File: src/rtl/mac_rr_arbiter_if.sv
// Requester, MAC and response signals of the shared-MAC round-robin arbiter.
// The arbiter connects through the master modport; the surrounding logic uses slave.
interface mac_rr_arbiter_if #(
    parameter int DW = 4,
    parameter int OW = 10
);
    logic          req0_valid;
    logic [DW-1:0] req0_a;
    logic [DW-1:0] req0_b;
    logic          req0_ready;
    logic          req1_valid;
    logic [DW-1:0] req1_a;
    logic [DW-1:0] req1_b;
    logic          req1_ready;
    logic          mac_in_valid;
    logic [DW-1:0] mac_in1;
    logic [DW-1:0] mac_in2;
    logic          mac_out_valid;
    logic [OW-1:0] mac_out;
    logic          rsp_valid;
    logic          rsp_id;
    logic [OW-1:0] rsp_data;
    logic          rsp_err;
    logic          busy;

    modport master (
        input  req0_valid, req0_a, req0_b, req1_valid, req1_a, req1_b,
        input  mac_out_valid, mac_out,
        output req0_ready, req1_ready, mac_in_valid, mac_in1, mac_in2,
        output rsp_valid, rsp_id, rsp_data, rsp_err, busy
    );

    modport slave (
        output req0_valid, req0_a, req0_b, req1_valid, req1_a, req1_b,
        output mac_out_valid, mac_out,
        input  req0_ready, req1_ready, mac_in_valid, mac_in1, mac_in2,
        input  rsp_valid, rsp_id, rsp_data, rsp_err, busy
    );
endinterface

File: src/rtl/mac_rr_arbiter.sv
// Round-robin arbiter sharing one MAC between two requesters, one job in flight,
// with a WAIT timeout that turns a silent MAC into an error response.
module mac_rr_arbiter #(
    parameter int DW      = 4,
    parameter int OW      = 10,
    parameter int TIMEOUT = 15
) (
    input  logic              clk,
    input  logic              rst_n,
    mac_rr_arbiter_if.master  bus
);
    localparam int TW = (TIMEOUT < 2) ? 1 : $clog2(TIMEOUT + 1);

    localparam logic [1:0] S_IDLE  = 2'd0;
    localparam logic [1:0] S_ISSUE = 2'd1;
    localparam logic [1:0] S_WAIT  = 2'd2;
    localparam logic [1:0] S_RESP  = 2'd3;

    logic [1:0]    state_q, state_d;
    logic          rr_ptr_q, rr_ptr_d;
    logic          id_q, id_d;
    logic [TW-1:0] timer_q, timer_d;
    logic          mac_in_valid_q, mac_in_valid_d;
    logic [DW-1:0] mac_in1_q, mac_in1_d;
    logic [DW-1:0] mac_in2_q, mac_in2_d;
    logic          rsp_valid_q, rsp_valid_d;
    logic          rsp_id_q, rsp_id_d;
    logic [OW-1:0] rsp_data_q, rsp_data_d;
    logic          rsp_err_q, rsp_err_d;

    logic idle;
    logic grant0, grant1;
    logic timer_last;

    assign idle       = (state_q == S_IDLE);
    // A lone valid requester wins outright; rr_ptr only breaks ties.
    assign grant0     = bus.req0_valid & (~bus.req1_valid | ~rr_ptr_q);
    assign grant1     = bus.req1_valid & (~bus.req0_valid |  rr_ptr_q);
    assign timer_last = (timer_q == TW'(TIMEOUT - 1));

    assign bus.req0_ready   = idle & grant0;
    assign bus.req1_ready   = idle & grant1;
    assign bus.mac_in_valid = mac_in_valid_q;
    assign bus.mac_in1      = mac_in1_q;
    assign bus.mac_in2      = mac_in2_q;
    assign bus.rsp_valid    = rsp_valid_q;
    assign bus.rsp_id       = rsp_id_q;
    assign bus.rsp_data     = rsp_data_q;
    assign bus.rsp_err      = rsp_err_q;
    assign bus.busy         = ~idle;

    always_comb begin
        // NOTE: every next-state signal gets a default here so no branch can infer a latch.
        state_d        = state_q;
        rr_ptr_d       = rr_ptr_q;
        id_d           = id_q;
        timer_d        = timer_q;
        mac_in_valid_d = 1'b0;
        mac_in1_d      = mac_in1_q;
        mac_in2_d      = mac_in2_q;
        rsp_valid_d    = 1'b0;
        rsp_id_d       = rsp_id_q;
        rsp_data_d     = rsp_data_q;
        rsp_err_d      = rsp_err_q;

        case (state_q)
            S_IDLE: begin
                if (grant0 | grant1) begin
                    id_d           = grant1;
                    mac_in1_d      = grant1 ? bus.req1_a : bus.req0_a;
                    mac_in2_d      = grant1 ? bus.req1_b : bus.req0_b;
                    mac_in_valid_d = 1'b1;
                    state_d        = S_ISSUE;
                end
            end
            S_ISSUE: begin
                timer_d = '0;
                state_d = S_WAIT;
            end
            S_WAIT: begin
                // A result arriving on the final timer cycle still beats the timeout.
                if (bus.mac_out_valid) begin
                    rsp_valid_d = 1'b1;
                    rsp_id_d    = id_q;
                    rsp_data_d  = bus.mac_out;
                    rsp_err_d   = 1'b0;
                    state_d     = S_RESP;
                end else if (timer_last) begin
                    rsp_valid_d = 1'b1;
                    rsp_id_d    = id_q;
                    rsp_data_d  = '0;
                    rsp_err_d   = 1'b1;
                    state_d     = S_RESP;
                end else begin
                    timer_d = timer_q + 1'b1;
                end
            end
            S_RESP: begin
                rsp_err_d = 1'b0;
                rr_ptr_d  = ~id_q;
                state_d   = S_IDLE;
            end
            default: state_d = S_IDLE;
        endcase
    end

    // NOTE: asynchronous active-low reset aborts any in-flight job straight back to IDLE.
    always_ff @(posedge clk or negedge rst_n) begin
        if (!rst_n) begin
            state_q        <= S_IDLE;
            rr_ptr_q       <= 1'b0;
            id_q           <= 1'b0;
            timer_q        <= '0;
            mac_in_valid_q <= 1'b0;
            mac_in1_q      <= '0;
            mac_in2_q      <= '0;
            rsp_valid_q    <= 1'b0;
            rsp_id_q       <= 1'b0;
            rsp_data_q     <= '0;
            rsp_err_q      <= 1'b0;
        end else begin
            // NOTE: non-blocking assignments keep every register updating from the same pre-edge values.
            state_q        <= state_d;
            rr_ptr_q       <= rr_ptr_d;
            id_q           <= id_d;
            timer_q        <= timer_d;
            mac_in_valid_q <= mac_in_valid_d;
            mac_in1_q      <= mac_in1_d;
            mac_in2_q      <= mac_in2_d;
            rsp_valid_q    <= rsp_valid_d;
            rsp_id_q       <= rsp_id_d;
            rsp_data_q     <= rsp_data_d;
            rsp_err_q      <= rsp_err_d;
        end
    end

    a_ready_onehot : assert property (@(posedge clk) disable iff (!rst_n)
        !(bus.req0_ready && bus.req1_ready));
    a_issue_in_issue : assert property (@(posedge clk) disable iff (!rst_n)
        mac_in_valid_q |-> (state_q == S_ISSUE));
endmodule

File: src/flat_wrapper.sv
// flat-port wrapper written by rule: the top's interface ports become plain ports
module mac_rr_arbiter_flat 
#(
    parameter int DW      = 4,
    parameter int OW      = 10,
    parameter int TIMEOUT = 15
)
  (clk, rst_n, bus_req0_valid, bus_req0_a, bus_req0_b, bus_req1_valid, bus_req1_a, bus_req1_b, bus_mac_out_valid, bus_mac_out, bus_req0_ready, bus_req1_ready, bus_mac_in_valid, bus_mac_in1, bus_mac_in2, bus_rsp_valid, bus_rsp_id, bus_rsp_data, bus_rsp_err, bus_busy);
  mac_rr_arbiter_if #(.DW(DW), .OW(OW)) bus_i ();
  input  logic clk;
  input  logic rst_n;
  input wire logic [$bits(bus_i.req0_valid)-1:0] bus_req0_valid;
  input wire logic [$bits(bus_i.req0_a)-1:0] bus_req0_a;
  input wire logic [$bits(bus_i.req0_b)-1:0] bus_req0_b;
  input wire logic [$bits(bus_i.req1_valid)-1:0] bus_req1_valid;
  input wire logic [$bits(bus_i.req1_a)-1:0] bus_req1_a;
  input wire logic [$bits(bus_i.req1_b)-1:0] bus_req1_b;
  input wire logic [$bits(bus_i.mac_out_valid)-1:0] bus_mac_out_valid;
  input wire logic [$bits(bus_i.mac_out)-1:0] bus_mac_out;
  output wire logic [$bits(bus_i.req0_ready)-1:0] bus_req0_ready;
  output wire logic [$bits(bus_i.req1_ready)-1:0] bus_req1_ready;
  output wire logic [$bits(bus_i.mac_in_valid)-1:0] bus_mac_in_valid;
  output wire logic [$bits(bus_i.mac_in1)-1:0] bus_mac_in1;
  output wire logic [$bits(bus_i.mac_in2)-1:0] bus_mac_in2;
  output wire logic [$bits(bus_i.rsp_valid)-1:0] bus_rsp_valid;
  output wire logic [$bits(bus_i.rsp_id)-1:0] bus_rsp_id;
  output wire logic [$bits(bus_i.rsp_data)-1:0] bus_rsp_data;
  output wire logic [$bits(bus_i.rsp_err)-1:0] bus_rsp_err;
  output wire logic [$bits(bus_i.busy)-1:0] bus_busy;
  assign bus_i.req0_valid = bus_req0_valid;
  assign bus_i.req0_a = bus_req0_a;
  assign bus_i.req0_b = bus_req0_b;
  assign bus_i.req1_valid = bus_req1_valid;
  assign bus_i.req1_a = bus_req1_a;
  assign bus_i.req1_b = bus_req1_b;
  assign bus_i.mac_out_valid = bus_mac_out_valid;
  assign bus_i.mac_out = bus_mac_out;
  assign bus_req0_ready = bus_i.req0_ready;
  assign bus_req1_ready = bus_i.req1_ready;
  assign bus_mac_in_valid = bus_i.mac_in_valid;
  assign bus_mac_in1 = bus_i.mac_in1;
  assign bus_mac_in2 = bus_i.mac_in2;
  assign bus_rsp_valid = bus_i.rsp_valid;
  assign bus_rsp_id = bus_i.rsp_id;
  assign bus_rsp_data = bus_i.rsp_data;
  assign bus_rsp_err = bus_i.rsp_err;
  assign bus_busy = bus_i.busy;
  mac_rr_arbiter #(.DW(DW), .OW(OW), .TIMEOUT(TIMEOUT)) u_core (.clk(clk), .rst_n(rst_n), .bus(bus_i));
endmodule
File: config.mk
export PLATFORM = sky130hd
export DESIGN_NAME = mac_rr_arbiter_flat
export DESIGN_NICKNAME = d
export VERILOG_FILES = /design/src/rtl/mac_rr_arbiter_if.sv /design/src/rtl/mac_rr_arbiter.sv /design/src/flat_wrapper.sv
export SDC_FILE = /design/constraint.sdc
export NUM_CORES = 1
export LEC_CHECK = 0
export BUFFER_PORTS_ARGS = -buffer_cell sky130_fd_sc_hd__buf_2
export CORE_UTILIZATION = 45
export DETAILED_ROUTE_END_ITERATION = 10
export PLACE_DENSITY_LB_ADDON = 0.08
export RECOVER_POWER = 25
export SYNTH_ARGS = -nofsm -noshare
export SYNTH_HDL_FRONTEND = slang
export SYNTH_SLANG_ARGS = --single-unit
File: constraint.sdc
create_clock -name clk -period 1.9 [get_ports clk]
set_input_delay 0.095 -clock clk [delete_from_list [all_inputs] [get_ports clk]]
set_output_delay 0.095 -clock clk [all_outputs]
set_load 0.02 [all_outputs]
==> results.md, run 1 <==
* Fin crit period at 1.648 ns
* Max FO, Critical Path at 4
* Worst slew margin at 0.5159
* DRT Pass-1 Iters at 5
* R2R cell count at 5
* Post-synthesis register bit count at 30
* Die width at 59.09 um
* WL/cell at 13.21 um
* Arrival time at the worst endpoint at 1.55 ns
* Hold Crit Class: in2reg
* Post-Route WL at 3262 um
* Final hold violations at 0
* Layout cell share with drive strength beyond 1 at 0.3547
* Post-synthesis sequential area ratio at 0.5119
* Worst setup EP type: primary output
* Fillers at 262
* Placeable Area at 3078 um^2
* Hold Crit Start: bus_req0_b[2]
* Max-Cap Viols at 0
* Die Span Y at 59.09 um
* Worst-path cell chain: inv_1 -> ha_1 -> nand2_1 -> a21oi_1 -> buf_2
* First-pass GRT wire length at 5064 um
* Clk Latency, worst-skew pair at 0.33 ns
* Vias in the first global route at 1,149
* Worst Hold Path Cells at 3
* CTS tree: built
* ANT nets after route at 0
* R2R Setup Slk at 0.34 ns
* Largest net degree at the start of global routing at 31
* Total gr overflow at 0
* Max IR drop VDD at 0.7224 mV
* Commonest non-fill, non-tap cell in the layout: buf_2
* Root buf cell: clkbuf_4
* Starting density of the core at 0.4764
* Clock skew at 0.005781 ns
* Top-Level Pins at 56
* Outcome: completed
* Yosys warning total at 0
* Setup slack after layout at 0.2523 ns
* Critical path buffer and inverter count at 2
* Worst r2r dst: u_core.state_q[1]
* CP peak stage delay at 0.42 ns
* Synth unique cells at 35
* Worst Max-Slew Pin Slew at 0.7262 ns
* Mapped Area at 1466 um^2
* RSZ-0062 raised after global routing: no
* Setup TNS at 0 ns
* Mapped Cells at 136
* Via-per-instance ratio at 5.186
* Mapped Avg Cell Area at 10.78 um^2
* Port Buf Inserts at 55
* Worst Path Class, Setup: reg2out
* CTS Buffer Depth at 2
* Static leakage at 0.0009703 uW
* Total Routing Usage GR at 0.2021
* Area of the die at 3491 um^2
* Clock-pin slew on the worst setup and hold paths at 0.09 ns
* Std cell rows at 20
* Max Slew Vio Count at 0
* CTS resizes at 0
* Postcts setup bufs at 0
* Hold buffer count at cts at 11
* Most frequent cells in the layout: 54 x buf_2, 30 x dfrtp_1, 13 x nand3_1, 12 x nor2_1, 11 x dlygate4sd3_1
* Detailed Place HPWL at 2261 um
* Drt drc at 0
* Hold Path End: u_core.bus.mac_in2[2]
* CP delay by family, top: flip-flops
* First DRT Iteration DRCs at 74
* Gpl congestion at 0.7592
* Initial antenna violation count at 0
* PwrDens at 1479 nW/um^2
* Num Clock Sinks at 30
* Inserted Diodes at 0
* F_max at 606.9 MHz
* Slowest CP cell: dfrtp_1
* Total Nets Final at 242
* Worst r2r src: u_core.state_q[0]
* # setup viols final at 0
* Startpoint class of the critical path: flip-flop
* Share of the clock period used by the worst path at 0.8672
* Synth Net Count at 174
* Routed via count at 1,281
* Dpl ws at 0.3423 ns
* Clock buffer count from CTS at 5
* Layout Area Growth over Synthesis at 30.97%
* Critical path required time at 1.80 ns
* H-Tree Depth at 2
[metal layers]
layer,share of wire,routed length (um),GRT usage,vias up
met5,0,0,0,-
met4,0.020,64,0.09524,0
met3,0.062,201,0.06769,7
met2,0.48,1581,0.3247,48
met1,0.43,1416,0.2447,603
li1,-,-,-,623
[power by group]
group | switching (uW) | internal [uW]
clock network | 203 | 166
logic | 810 | 582
registers | 165 | 914
total | 1180 | 1660
[metrics by stage]
stage | cell area (um^2) | hold slack [ns] | instances | utilization | total power (uW)
floorplan | 1466 | -0.2006 | 136 | - | 2073
global placement | 1759 | 0.1629 | 230 | 0.5715 | 2425
detailed placement | 1759 | 0.1700 | 230 | 0.5715 | 2470
CTS | 1921 | 0.01745 | 247 | 0.6240 | 2869
global route | 1921 | 0.02476 | 247 | 0.6240 | 3075
finish | 1921 | 0.02964 | 247 | 0.6240 | 2840
[cell usage after synthesis]
library cell,instances,share of area
a211oi_1,1,0.0051
a21oi_1,4,0.014
a21oi_2,1,0.0060
a22o_1,10,0.060
a31oi_1,8,0.034
a41oi_1,1,0.0060
and2_1,1,0.0043
and2b_1,1,0.0051
and3_4,1,0.0077
and4b_1,1,0.0068
buf_2,2,0.0068
buf_4,2,0.010
buf_6,2,0.015
clkbuf_2,1,0.0034
dfrtp_1,30,0.51
ha_1,7,0.060
inv_1,7,0.018
inv_2,1,0.0026
mux2_4,2,0.020
mux2i_1,1,0.0068
nand2_1,4,0.010
nand2b_1,1,0.0043
nand3_1,13,0.044
nand3b_1,2,0.010
nor2_1,12,0.031
nor2b_1,2,0.0085
nor2b_2,1,0.0060
nor3_2,1,0.0068
nor3b_2,1,0.0085
o21a_1,1,0.0051
o21ai_0,10,0.034
o21ai_4,1,0.011
o21bai_1,1,0.0051
o22ai_1,1,0.0043
o32a_1,1,0.0068
[worst register-to-register path: stages, from the launching register on]
cell     delay, ns
dfrtp_1       0.41
inv_1         0.10
ha_1          0.25
nor2b_2       0.20
a21oi_2       0.18
mux2_4        0.31
[worst max path at each step]
| stage | end | depth (start not counted) | startpoint |
|---|---|---|---|
| final | bus_req0_ready | 5 | u_core.state_q[0] |
| after global routing | u_core.bus.mac_in2[0] | 5 | u_core.state_q[0] |
| after floorplan | u_core.id_q | 5 | u_core.state_q[0] |
| after CTS | bus_req1_ready | 5 | u_core.state_q[0] |
| after detailed placement | u_core.state_q[1] | 5 | u_core.state_q[0] |
| after global placement | u_core.state_q[1] | 5 | u_core.state_q[0] |
[state kept, by name, summed over array words and instances (netlist names)]
name and cells:
u_core.state_q 2, u_core.bus.mac_in2 4, u_core.bus.mac_in1 4, u_core.id_q 1
u_core.bus.mac_in_valid 1, u_core.bus.rsp_valid 1, u_core.bus.rsp_err 1, u_core.bus.rsp_data 10
u_core.rr_ptr_q 1, u_core.timer_q 4, u_core.bus.rsp_id 1
[cell type report]
| cell class | instances | area (um^2) | share of cell area |
|---|---|---|---|
| multi-input combinational | 91 | 633.1 | 0.3296 |
| tap | 44 | 55.05 | 0.02866 |
| clock buffer | 6 | 51.30 | 0.02671 |
| timing repair buffer | 68 | 400.4 | 0.2085 |
| sequential | 30 | 750.7 | 0.3909 |
| inverter | 8 | 30.03 | 0.01564 |
[logic make-up (layout without fill, tap and decap cells)]
group / after synthesis / count (layout) / synth area share
buffers and inverters: 15 / 82 / 0.05631
and+or+nand+nor: 41 / 41 / 0.1536
muxes: 3 / 3 / 0.02730
adders and majority gates: 7 / 7 / 0.05972
AOI/OAI and AO/OA: 40 / 40 / 0.1911
DFF: 30 / 30 / 0.5119
Note: power is estimated with default switching activity, not from simulation.
==> inputs of run 2 (changes only) <==
--- a/config.mk
+++ b/config.mk
@@ -6,7 +6,8 @@
 export NUM_CORES = 1
 export LEC_CHECK = 0
 export BUFFER_PORTS_ARGS = -buffer_cell sky130_fd_sc_hd__buf_2
-export CORE_UTILIZATION = 45
+export CORE_UTILIZATION = 35
+export CTS_BUF_LIST = sky130_fd_sc_hd__clkbuf_8
 export DETAILED_ROUTE_END_ITERATION = 10
 export PLACE_DENSITY_LB_ADDON = 0.08
 export RECOVER_POWER = 25
==> run 2 against run 1 <==
  * Register-to-register slack barely moved
  * Combinational power fell by 4%
  * Sequential cell count did not move
  * Total power rose by 7.2%
  * Critical path type is now reg2reg
==> results.md, run 2 (synthesis gave the netlist of run 1 again) <==
* Root buf cell: clkbuf_8
* Post-Route WL at 3292 um
* Post-layout util at 0.4667
* Via-per-instance ratio at 4.988
* R2R cell count at 5
* Dpl ws at 0.3250 ns
* CTS tree: built
* Area of the die at 4453 um^2
* Total Nets Final at 233
* R2R Setup Slk at 0.33 ns
* Total Routing Usage GR at 0.1616
* Total gr overflow at 0
* Clk Latency, worst-skew pair at 0.28 ns
* Clock buffer count from CTS at 5
* Arrival time at the worst endpoint at 1.74 ns
* Worst-path cell chain: inv_1 -> ha_1 -> nor2b_2 -> a21oi_2 -> mux2_4
* Largest register FFs at 10
* Max FO, Critical Path at 6
* Setup crit start: u_core.state_q[0]
* Worst slew margin at 0.5413
* Met1 Use GR at 0.2078
* First-pass GRT wire length at 5292 um
* Hold Crit Class: in2reg
* Worst Max-Slew Pin Slew at 0.6881 ns
* Port Buf Inserts at 55
* Worst hold margin at 0.04673 ns
* CP peak stage delay at 0.42 ns
* ANT nets after route at 0
* Max-Cap Viols at 0
* Worst Hold Path Cells at 2
* Startpoint class of the critical path: flip-flop
* Starting density of the core at 0.3666
* Static leakage at 0.0008983 uW
* Worst r2r dst: u_core.state_q[1]
* F_max at 636.1 MHz
* Inserted Diodes at 0
* PwrDens at 1631 nW/um^2
* RSZ-0062 raised after global routing: no
* DRT Pass-1 Iters at 4
* Max Slew Vio Count at 0
* Worst setup EP type: flip-flop
* Drt drc at 0
* Placeable Area at 4000 um^2
* Fin crit period at 1.572 ns
* Share of the clock period used by the worst path at 0.8274
* Setup slack after layout at 0.3279 ns
* Final hold violations at 0
* Worst Path Class, Setup: reg2reg
* Clock skew at 0.005594 ns
* Slowest CP cell: dfrtp_1
* Die width at 66.73 um
* GRT Max-Usage Layer: met2
* Clock-pin slew on the worst setup and hold paths at 0.07 ns
* Initial antenna violation count at 0
* Outcome: completed
* Most frequent cells in the layout: 34 x buf_2, 30 x dfrtp_1, 21 x clkbuf_1, 13 x nand3_1, 12 x nor2_1
* Critical path required time at 2.06 ns
* Detailed Place HPWL at 2346 um
* Top-Level Pins at 56
* Setup TNS at 0 ns
* M3 GR Usage at 0.03767
* First DRT Iteration DRCs at 33
* Vias in the first global route at 1,157
* Die Span Y at 66.73 um
* GRT met2 Usage at 0.2563
* Layout Area Growth over Synthesis at 27.30%
* Hold Path End: u_core.bus.rsp_data[6]
* Layout cell share with drive strength beyond 1 at 0.2755
* CTS Buffer Depth at 2
* Std cell rows at 23
* # setup viols final at 0
* Gpl congestion at 0.7701
* Worst r2r src: u_core.state_q[0]
* H-Tree Depth at 2
* Commonest non-fill, non-tap cell in the layout: buf_2
* Post-route cell area at 1867 um^2
* Routed via count at 1,227
* Dpl cell area at 1774 um^2
* Largest net degree at the start of global routing at 31
* Num Clock Sinks at 30
* Postcts setup bufs at 0
* Max IR drop VDD at 0.6228 mV
* WL/cell at 13.38 um
* Hold Crit Start: bus_mac_out[6]
-- run 2: changes by cell type in the layout (fill, tap and decap cells not counted), sizes merged --
| cell | change |
|---|---|
| clkinv | +2 |
| clkbuf | +19 |
| bufinv | +1 |
| dlygate4sd3 | -10 |
| buf | -19 |
-- run 2: where the power goes --
part	switching (uW)	internal (uW)	leakage (uW)	total, uW
Clock	243	385	0.0000579	628
Sequential	171	915	0.000366	1090
Combinational	809	521	0.000474	1330
-- run 2: final cells by class --
type | count | area [um^2]
Fill cell | 408 | 2133
Sequential cell | 30 | 750.7
Multi-Input combinational cell | 91 | 633.1
Timing Repair Buffer | 59 | 281.5
Clock buffer | 5 | 68.82
Tap cell | 50 | 62.56
Clock inverter | 3 | 40.04
Inverter | 8 | 30.03
-- run 2: worst max-delay path by stage --
stage                                   end  cells past startpoint
final                     u_core.state_q[1]                      5
after global routing      u_core.timer_q[1]                      5
after CTS                    bus_req1_ready                      5
after detailed placement  u_core.state_q[1]                      5
after global placement    u_core.state_q[1]                      5
after floorplan                 u_core.id_q                      5
-- run 2: critical path, delay by kind of cell (launching register included) --
family / cells / cell delay, ns
adder cells (fa/ha/maj): 1 / 0.25
flip-flops: 1 / 0.42
multiplexers: 1 / 0.30
AND/OR/NAND/NOR: 1 / 0.28
buffers and inverters: 1 / 0.12
AO/OA/AOI/OAI: 1 / 0.10
-- run 2: what timing repair did --
| item | 4_1_cts | 5_1_grt |
|---|---|---|
| hold buffers | 1 | 0 |
| resized for setup | 0 | 0 |
| endpoints found under the hold margin | 30 | 0 |
-- run 2: metrics by stage --
stage | power [uW] | instances
after floorplan | 2073 | 136
after global placement | 2459 | 237
after detailed placement | 2487 | 237
after CTS | 3135 | 246
after global routing | 3290 | 246
final | 3045 | 246
-- run 2: layer usage --
layer  share of wire  vias to the layer above
met1            0.46                      575
met5               0                        -
met3           0.065                        5
met4           0.012                        0
li1                -                      607
met2            0.46                       40
==> inputs of run 3 (changes only) <==
==> constraint.sdc (replaced) <==
create_clock -name clk -period 1.45 [get_ports clk]
set_input_delay 0.0725 -clock clk [delete_from_list [all_inputs] [get_ports clk]]
set_output_delay 0.0725 -clock clk [all_outputs]
set_load 0.02 [all_outputs]
==> run 3 against run 2 <==
  * Sequential power increased by 28%
  * Sequential cell count unchanged
  * Critical endpoint is now bus_req1_ready
  * Largest power group unchanged
  * Via count increased by 6.3%
  * Critical path depth unchanged
  * Worst setup slack got worse by 0.30 ns
  * Wire length increased by 7.6%
  * Largest cell class unchanged
  * Cell count increased by 4.9%
  * Highest routed layer unchanged
  * Sequential share of layout area decreased by 2.8 points
  * Core utilization increased by 3.4 points
  * Total power increased by 39%
==> results.md, run 3 (synthesis gave the netlist of run 1 again) <==
* Outcome: completed
* Starting density of the core at 0.3666
* First DRT Iteration DRCs at 33
* Inserted Diodes at 0
* # setup viols final at 0
* Layout Area Growth over Synthesis at 36.69%
* First-pass GRT wire length at 5506 um
* Sequential power share at 0.333
* RSZ-0062 raised after global routing: yes
* Num Clock Sinks at 30
* Dpl ws at -0.005129 ns
* Worst r2r src: u_core.state_q[0]
* Worst slew margin at 0.5383
* Placeable Area at 4000 um^2
* Startpoint class of the critical path: flip-flop
* Critical path required time at 1.38 ns
* Setup slack after layout at 0.02549 ns
* Area of the die at 4453 um^2
* Root buf cell: clkbuf_8
* Top-Level Pins at 56
* H-Tree Depth at 2
* Final hold violations at 0
* Initial antenna violation count at 0
* Sw Ratio at 0.4055
* Worst Path Class, Setup: reg2out
* CP delay by family, top: flip-flops
* Hold Crit Class: in2reg
* Worst-path cell chain: inv_2 -> ha_4 -> inv_4 -> nor3_4 -> buf_6
* Commonest non-fill, non-tap cell in the layout: buf_2
* Arrival time at the worst endpoint at 1.35 ns
* Most frequent cells in the layout: 36 x buf_2, 30 x dfrtp_1, 17 x clkbuf_1, 15 x buf_4, 13 x nand3_1
* Fin crit period at 1.425 ns
* Die Span Y at 66.73 um
* Max Slew Vio Count at 0
* Largest net degree at the start of global routing at 31
* Worst Hold Path Cells at 2
* Max FO, Critical Path at 4
* Total gr overflow at 0
* ANT nets after route at 0
* Clk pwr share at 0.168
* Drt drc at 0
* Sw Pwr at 1710 uW
* Power Internal at 2507 uW
* Gpl congestion at 0.8001
* Hold Crit Start: bus_mac_out[3]
* Via-per-instance ratio at 5.054
* Total Nets Final at 245
* Clk Latency, worst-skew pair at 0.28 ns
* Die width at 66.73 um
* Slowest CP cell: dfrtp_1
* F_max at 702.0 MHz
* CTS tree: built
* CP peak stage delay at 0.42 ns
* Total power at 4217 uW
* Clock-pin slew on the worst setup and hold paths at 0.07 ns
* Post-Route WL at 3541 um
* Comb pwr share at 0.499
* Static leakage at 0.0009629 uW
* Share of the clock period used by the worst path at 0.9824
* R2R cell count at 6
* Worst Max-Slew Pin Slew at 0.6925 ns
* Max-Cap Viols at 0
* Clock skew at 0.01092 ns
* Setup crit start: u_core.state_q[1]
* Critical path buffer and inverter count at 3
* Layout cell share with drive strength beyond 1 at 0.3798
* Crit path depth at 5
* Std cell rows at 23
* Largest register FFs at 10
* CTS Buffer Depth at 2
* Detailed Place HPWL at 2418 um
* Worst setup EP type: primary output
* Port Buf Inserts at 55
* PwrDens at 2104 nW/um^2
* WL/cell at 13.72 um
* Clock buffer count from CTS at 5
* Routed via count at 1,304
* Total Routing Usage GR at 0.1694
* DRT Pass-1 Iters at 4
* Vias in the first global route at 1,161
* Max IR drop VDD at 1.023 mV
## run 3: changes by cell type in the layout (fill, tap and decap cells not counted), sizes merged
| cell | change |
|---|---|
| buf | +16 |
| bufinv | -1 |
| clkbuf | -3 |
| clkinv | -1 |
| clkinvlp | +1 |
## run 3: worst paths after layout
check / endpoint / slack [ns]
setup / recovery: bus_req1_ready / 0.03
hold / removal: u_core.bus.rsp_data[3] / 0.02
setup reg to reg: u_core.bus.rsp_data[6] / 0.03
hold reg to reg: u_core.rr_ptr_q / 0.48
max in group asynchronous: u_core.timer_q[2] / 0.63
min in group asynchronous: u_core.timer_q[0] / 0.37
## run 3: metal layers
metal  global-route usage  up-vias  part of all wire
met2               0.2614       54              0.45
met1               0.2173      614              0.45
met5                    0        -                 0
met3              0.03596        7             0.073
met4              0.09574        0             0.020
li1                     -      629                 -
## run 3: worst register-to-register path, stage by stage, from the launching register on
cell	delay, ns
dfrtp_1	0.39
inv_2	0.09
ha_2	0.22
buf_4	0.17
o21ai_4	0.07
buf_4	0.17
a22o_1	0.19
## run 3: cell type report
class | count | area (um^2)
Clock buffer | 6 | 82.58
Timing Repair Buffer | 71 | 397.9
Fill cell | 402 | 1996
Multi-Input combinational cell | 91 | 665.6
Tap cell | 50 | 62.56
Sequential cell | 30 | 750.7
Inverter | 8 | 32.53
Clock inverter | 2 | 12.51
## run 3: stage by stage
| step | cells | instance area, um^2 | hold WS [ns] | TNS (ns) | utilization |
|---|---|---|---|---|---|
| 3_3_place_gp | 244 | 1839 | 0.1572 | 0 | 0.4598 |
| 6_report | 258 | 2004 | 0.01938 | 0 | 0.5011 |
| 2_1_floorplan | 136 | 1466 | -0.2231 | 0 | - |
| 4_1_cts | 257 | 2011 | 0.005122 | -0.02091 | 0.5027 |
| 5_1_grt | 258 | 2004 | 0.002204 | -0.09756 | 0.5011 |
| 3_5_place_dp | 244 | 1839 | 0.1693 | -0.005129 | 0.4598 |
## run 3: repair_timing
action | CTS | global route
buffers inserted | 4 | 2
setup endpoints to repair | 9 | 16
hold buffers | 1 | 0
pin swaps | 1 | 2
resized for setup | 12 | 4
endpoints found under the hold margin | 30 | 0
## run 3: power groups by stage
stage / Clock [uW] / Combinational, uW / Sequential, uW
after floorplan: 0 / 968 / 1750
after global placement: 0 / 1950 / 1390
after detailed placement: 0 / 2000 / 1400
after CTS: 730 / 2160 / 1390
after global routing: 772 / 2310 / 1450
final: 707 / 2110 / 1400
